## src/rtl/store_monitor.sv

```systemverilog
// store_monitor: passive observer of the data-memory write bus.
// Every store is timestamped with a free-running cycle counter and queued in
// a show-ahead FIFO that a host drains through a valid/ready port. A sticky
// match flag records the first store of WATCH_DATA to WATCH_ADDR.
module store_monitor #(
  parameter int          DEPTH      = 8,
  parameter int          CYCW       = 16,
  parameter logic [31:0] WATCH_ADDR = 32'd84,
  parameter logic [31:0] WATCH_DATA = 32'h96
) (
  input  logic                       clk,
  input  logic                       reset,
  input  logic                       memwrite,
  input  logic [31:0]                dataadr,
  input  logic [31:0]                writedata,
  input  logic                       pop_ready,
  output logic                       pop_valid,
  output logic [31:0]                pop_addr,
  output logic [31:0]                pop_data,
  output logic [CYCW-1:0]            pop_cycle,
  output logic [$clog2(DEPTH+1)-1:0] count,
  output logic                       overflow,
  output logic                       match,
  output logic [CYCW-1:0]            match_cycle
);

  localparam int PTRW = $clog2(DEPTH);
  localparam int CNTW = $clog2(DEPTH+1);

  // Entry storage holds data only; occupancy and pointers decide validity,
  // so the arrays need no reset.
  logic [31:0]     addr_mem [DEPTH];
  logic [31:0]     data_mem [DEPTH];
  logic [CYCW-1:0] cyc_mem  [DEPTH];

  logic [CYCW-1:0] cycle;
  logic [PTRW-1:0] wr_ptr;
  logic [PTRW-1:0] rd_ptr;

  logic push_req;
  logic full;
  logic pop_fire;
  logic push_fire;
  logic match_hit;

  // Only a clean 1 on the strobe counts as a store; X or Z never pushes.
  assign push_req  = (memwrite === 1'b1);
  assign full      = (count == CNTW'(DEPTH));
  assign pop_valid = (count != '0);
  assign pop_fire  = pop_valid && pop_ready;
  // A pop in the same cycle frees the slot, so a full FIFO still accepts.
  assign push_fire = push_req && (!full || pop_fire);
  assign match_hit = push_req && (dataadr == WATCH_ADDR) && (writedata == WATCH_DATA);

  // Show-ahead head; forced to zero while empty so stale storage never leaks.
  assign pop_addr  = pop_valid ? addr_mem[rd_ptr] : '0;
  assign pop_data  = pop_valid ? data_mem[rd_ptr] : '0;
  assign pop_cycle = pop_valid ? cyc_mem[rd_ptr]  : '0;

  // Capture stage: store the bus contents with the current timestamp.
  always_ff @(posedge clk) begin
    if (push_fire && !reset) begin
      addr_mem[wr_ptr] <= dataadr;
      data_mem[wr_ptr] <= writedata;
      cyc_mem[wr_ptr]  <= cycle;
    end
  end

  // Control: cycle counter, pointers, occupancy and sticky flags.
  always_ff @(posedge clk) begin
    if (reset) begin
      cycle       <= '0;
      wr_ptr      <= '0;
      rd_ptr      <= '0;
      count       <= '0;
      overflow    <= 1'b0;
      match       <= 1'b0;
      match_cycle <= '0;
    end else begin
      cycle <= cycle + CYCW'(1);
      if (push_fire) wr_ptr <= wr_ptr + PTRW'(1);
      if (pop_fire)  rd_ptr <= rd_ptr + PTRW'(1);
      case ({push_fire, pop_fire})
        2'b10:   count <= count + CNTW'(1);
        2'b01:   count <= count - CNTW'(1);
        default: count <= count;
      endcase
      if (push_req && full && !pop_fire) overflow <= 1'b1;
      // Only the first match is timestamped; a dropped store still matches.
      if (match_hit && !match) begin
        match       <= 1'b1;
        match_cycle <= cycle;
      end
    end
  end

endmodule

```

## config.mk

```make
export PLATFORM = sky130hd
export DESIGN_NAME = store_monitor
export DESIGN_NICKNAME = d
export VERILOG_FILES = /design/src/rtl/store_monitor.sv
export SDC_FILE = /design/constraint.sdc
export NUM_CORES = 1
export LEC_CHECK = 0
export BUFFER_PORTS_ARGS = -buffer_cell sky130_fd_sc_hd__buf_4
export CORE_UTILIZATION = 60
export CTS_CLUSTER_SIZE = 24
export DETAILED_ROUTE_END_ITERATION = 8
export GPL_ROUTABILITY_DRIVEN = 1
export PLACE_DENSITY_LB_ADDON = 0.15
export SLEW_MARGIN = 20
export SYNTH_ARGS = -nofsm -noshare
export SYNTH_HDL_FRONTEND = slang
export SYNTH_SLANG_ARGS = --single-unit
```

## constraint.sdc

```tcl
create_clock -name clk -period 13.72 [get_ports clk]
set_input_delay 0.686 -clock clk [delete_from_list [all_inputs] [get_ports clk]]
set_output_delay 0.686 -clock clk [all_outputs]
set_load 0.005 [all_outputs]
```

==> impl_summary.md <==
Floorplanning
The initialized floorplan defines 76 standard-cell rows. The full die area is 44700 µm². The floorplan die width is 211 µm. 171 I/O pins were placed. In this run the vertical extent of the chip is 211 µm. The initial standard-cell utilization of the core is 61.0%. After floorplanning, the core was sized to cover 43200 µm².

Timing
The count of final max-slew check failures is 0. Setup repair after global routing left no endpoint under its margin. On the final layout, the worst hold slack is 0.358 ns. The final-report hold violation count is 0.

In the finished design, the share of the clock period the worst path needs comes to 34.8%. Timing would allow up to 210 MHz. Clock skew on the completed layout was measured at 0.00917 ns.

Measured against its own limit, the worst slew margin works out to 25.8%. In the final timing run, aggregate negative setup slack is 0 ns. After layout, the minimum clock period comes to 4.77 ns. The transition time of the tightest slew-check pin is 1.10 ns. The total setup violations reported at the end of the flow is 0.

Worst setup path
The worst flop-to-flop path startpoint is count[1]$_SDFFE_PP0P_. The endpoint identified for the worst register-to-register timing path is data_mem[0][17]$_DFFE_PP_. The start-to-end type of the worst setup path is register to primary output. The peak fanout along the critical path is 49. The register-to-register path setup slack is 9.93 ns. The data arrival at the endpoint of the critical path is 4.08 ns. The required time of the critical path is 13.03 ns. The startpoint type of the worst setup path is a register. The worst setup path is captured at a primary output. The depth of the worst register-to-register path is 6.

Pwr
The sequential share of power is 48.5%. After layout, the design draws a total of 4.86 mW. Net switching is 23.6% of the power. The switching power total is 1.15 mW.

The areal power density over the cells is 160 nW/µm². The static leakage power is 9.72 nW. The share of total power dissipated in the clock network is 35.0%. The combinational group share of total power is 16.5%. IR analysis of the VDD net gives a maximum drop of 0.000127 V.

The internal cell power is 3.71 mW.

Status
The run finished with clean final reports.

Global routing
For this run, the total global-route usage over all layers was measured as 24.7%. The initial antenna violation count came to 4. The via count of the first global-routing pass is 12900.

Entering global routing, the biggest net connects 64 pins. The wire length of the first global-routing pass is 79800 µm. The residual overflow from global routing is 0.

Clock network
The TritonCTS clock tree is done. The clock passes through at most 3 buffers. The number of buffers inserted for hold repair after clock tree synthesis is 0.

The buffer cell driving the clock tree root is sky130_fd_sc_hd__clkbuf_16. Clock latency on the worst-skew pair, taken at its later pin, is 0.56 ns. The number of levels in the clock H-tree is 3.

The number of setup buffers added after CTS is 0. Clock-pin slew was measured on the worst setup and hold paths at 0.07 ns. Gates resized during post-CTS repair numbered 0. Clock tree synthesis found a total of 687 sinks. The number of buffers inserted during clock tree synthesis is 68.

Logic synthesis
The number of enable flip-flop cells after synthesis is 640. For this run, the register share of the synthesized area comes to 76.6%. Synthesis inferred 687 register bits. The most frequently used flop master after synthesis is sky130_fd_sc_hd__edfxtp_1. The number of nets produced by synthesis is 1328. The mean cell area of the mapped netlist is 21.0 µm². During synthesis, Yosys emitted a total of 0 warnings. The post-synthesis async set-or-reset flop share is 0%. In this run the cell area of the synthesized design comes to 26300 µm².

Synthesis produced 1256 cells. The unique cell type count in the Yosys netlist is 34.

Route
For this run, design rule violations remaining after detail routing come to 0. The count of nets left with antenna violations after detail routing is 0. Dividing the detail-routed wire length by the instance count gives 25.5 µm.

The routed layout has 12700 vias. Wires add up to 53200 µm. After detailed routing, the number of vias per cell comes to 6.08. The first routing iteration left 1081 violations.

The pre-antenna-repair detailed-routing pass consisted of 5 iterations.

Final layout
After routing the design area is 30300 µm². The share of cells above drive strength 1 is 30.0%. The number of standard cells in the layout, taps in and fillers out is 2087. Compared with the post-synthesis result, the final layout area differs by 15.3%. Leaving out fill and tap cells, the most frequent cells in the layout are 640 x sky130_fd_sc_hd__edfxtp_1, 192 x sky130_fd_sc_hd__buf_4, 160 x sky130_fd_sc_hd__mux4_2, 109 x sky130_fd_sc_hd__nor2_1, 99 x sky130_fd_sc_hd__mux2i_1. The library cell used most frequently in the layout, excluding fill and tap cells, is sky130_fd_sc_hd__edfxtp_1. The number of nets in the final layout is 1526.

Worst hold path
The path class of the tightest hold or removal check is input port to register. The number of cells on the worst hold path is 1. The startpoint of the lowest-slack hold path is writedata[26]. The path with the worst hold slack has its endpoint at data_mem[0][26]$_DFFE_PP_.

Place
The HPWL after detailed placement is 29100 µm. After detailed placement, the total cell area comes to 28300 µm². The quantity of I/O buffers inserted on ports is 170.

At the end of routability-driven placement, the weighted congestion stood at 0.730. The number of placed instances, taps included, is 1968.

Run
The tool flagged a number of max-cap violations equal to 0.
## cells in the mapped netlist, drive strengths merged (3+ instances only)
cell	number	area share, %
a21oi	4	0.076
buf	25	0.48
clkbuf	40	0.57
dfxtp	47	3.6
edfxtp	640	73
ha	4	0.19
inv	4	0.057
mux2i	99	3.8
mux4	160	14
nand2	9	0.13
nand2b	34	0.81
nand3	10	0.19
nand4	7	0.17
nor2	115	1.6
nor3	5	0.095
nor4	11	0.26
nor4b	4	0.13
or4	3	0.086
xnor2	9	0.30
xor2	11	0.37
## logic make-up after synthesis
family / after synthesis / share of synthesized area [%]
and+or+nand+nor: 208 / 3.79
adders and majority gates: 4 / 0.190
DFF: 687 / 76.6
buffers and inverters: 69 / 1.11
AOI/OAI and AO/OA: 9 / 0.204
xor gates and xnor gates: 20 / 0.665
muxes: 259 / 17.5
## critical path: stages (launching register included)
cell and delay, ns:
sky130_fd_sc_hd__dfxtp_4 0.63, sky130_fd_sc_hd__buf_4 0.78, sky130_fd_sc_hd__buf_4 0.90, sky130_fd_sc_hd__mux4_2 0.61
sky130_fd_sc_hd__mux2i_1 0.19, sky130_fd_sc_hd__nor2_1 0.11, sky130_fd_sc_hd__buf_4 0.19
## flip-flops by register name, indices dropped and copies added (netlist names), named ones only
| register | count |
|---|---|
| count | 4 |
| cycle | 16 |
| addr_mem | 256 |
| cyc_mem | 128 |
| match | 1 |
| data_mem | 256 |
| overflow | 1 |
| wr_ptr | 3 |
| rd_ptr | 3 |
| match_cycle | 16 |
## metal layers
metal	up-vias	track usage, %	share of wire (%)
li1	5514	-	-
met1	6612	34.8	41
met2	470	40.1	50
met3	94	4.58	7.1
met4	6	7.40	2.0
met5	-	0	0.087
## power by group through the flow
stage          registers [mW]  clock network, mW  logic, mW
6_report                 2.36               1.70      0.800
5_1_grt                  2.36               1.82      0.865
4_1_cts                  2.36               1.73      0.816
3_5_place_dp             2.41                  0      0.813
3_3_place_gp             2.40                  0      0.806
2_1_floorplan            2.38                  0      0.511
## metrics by stage
stage                     util, %  worst slack [ns]
after detailed placement     65.5              9.42
after CTS                    70.2              8.80
after global routing         70.3              8.60
after floorplan                 -              6.38
after global placement       65.5              9.45
final                        70.3              8.95
## how the worst max path moves through the flow
stage                          start                       end  slack (ns)
3_5_place_dp                register              pop_data[27]        9.42
3_3_place_gp                register              pop_data[27]        9.45
6_report                    register              pop_data[27]        8.95
4_1_cts                     register              pop_data[27]        8.80
5_1_grt                     register              pop_data[27]        8.60
2_1_floorplan  count[1]$_SDFFE_PP0P_  addr_mem[0][0]$_DFFE_PP_        6.38
## area by class of cell
type	instances	area [µm²]
Sequential cell	687	20200
Fill cell	2724	12800
Clock buffer	88	1880
Inverter	4	15.0
Timing Repair Buffer	193	1460
Tap cell	585	732
Antenna cell	1	2.50
Multi-Input combinational cell	500	5930
Clock inverter	29	150
(Power assumes the default switching activity.)
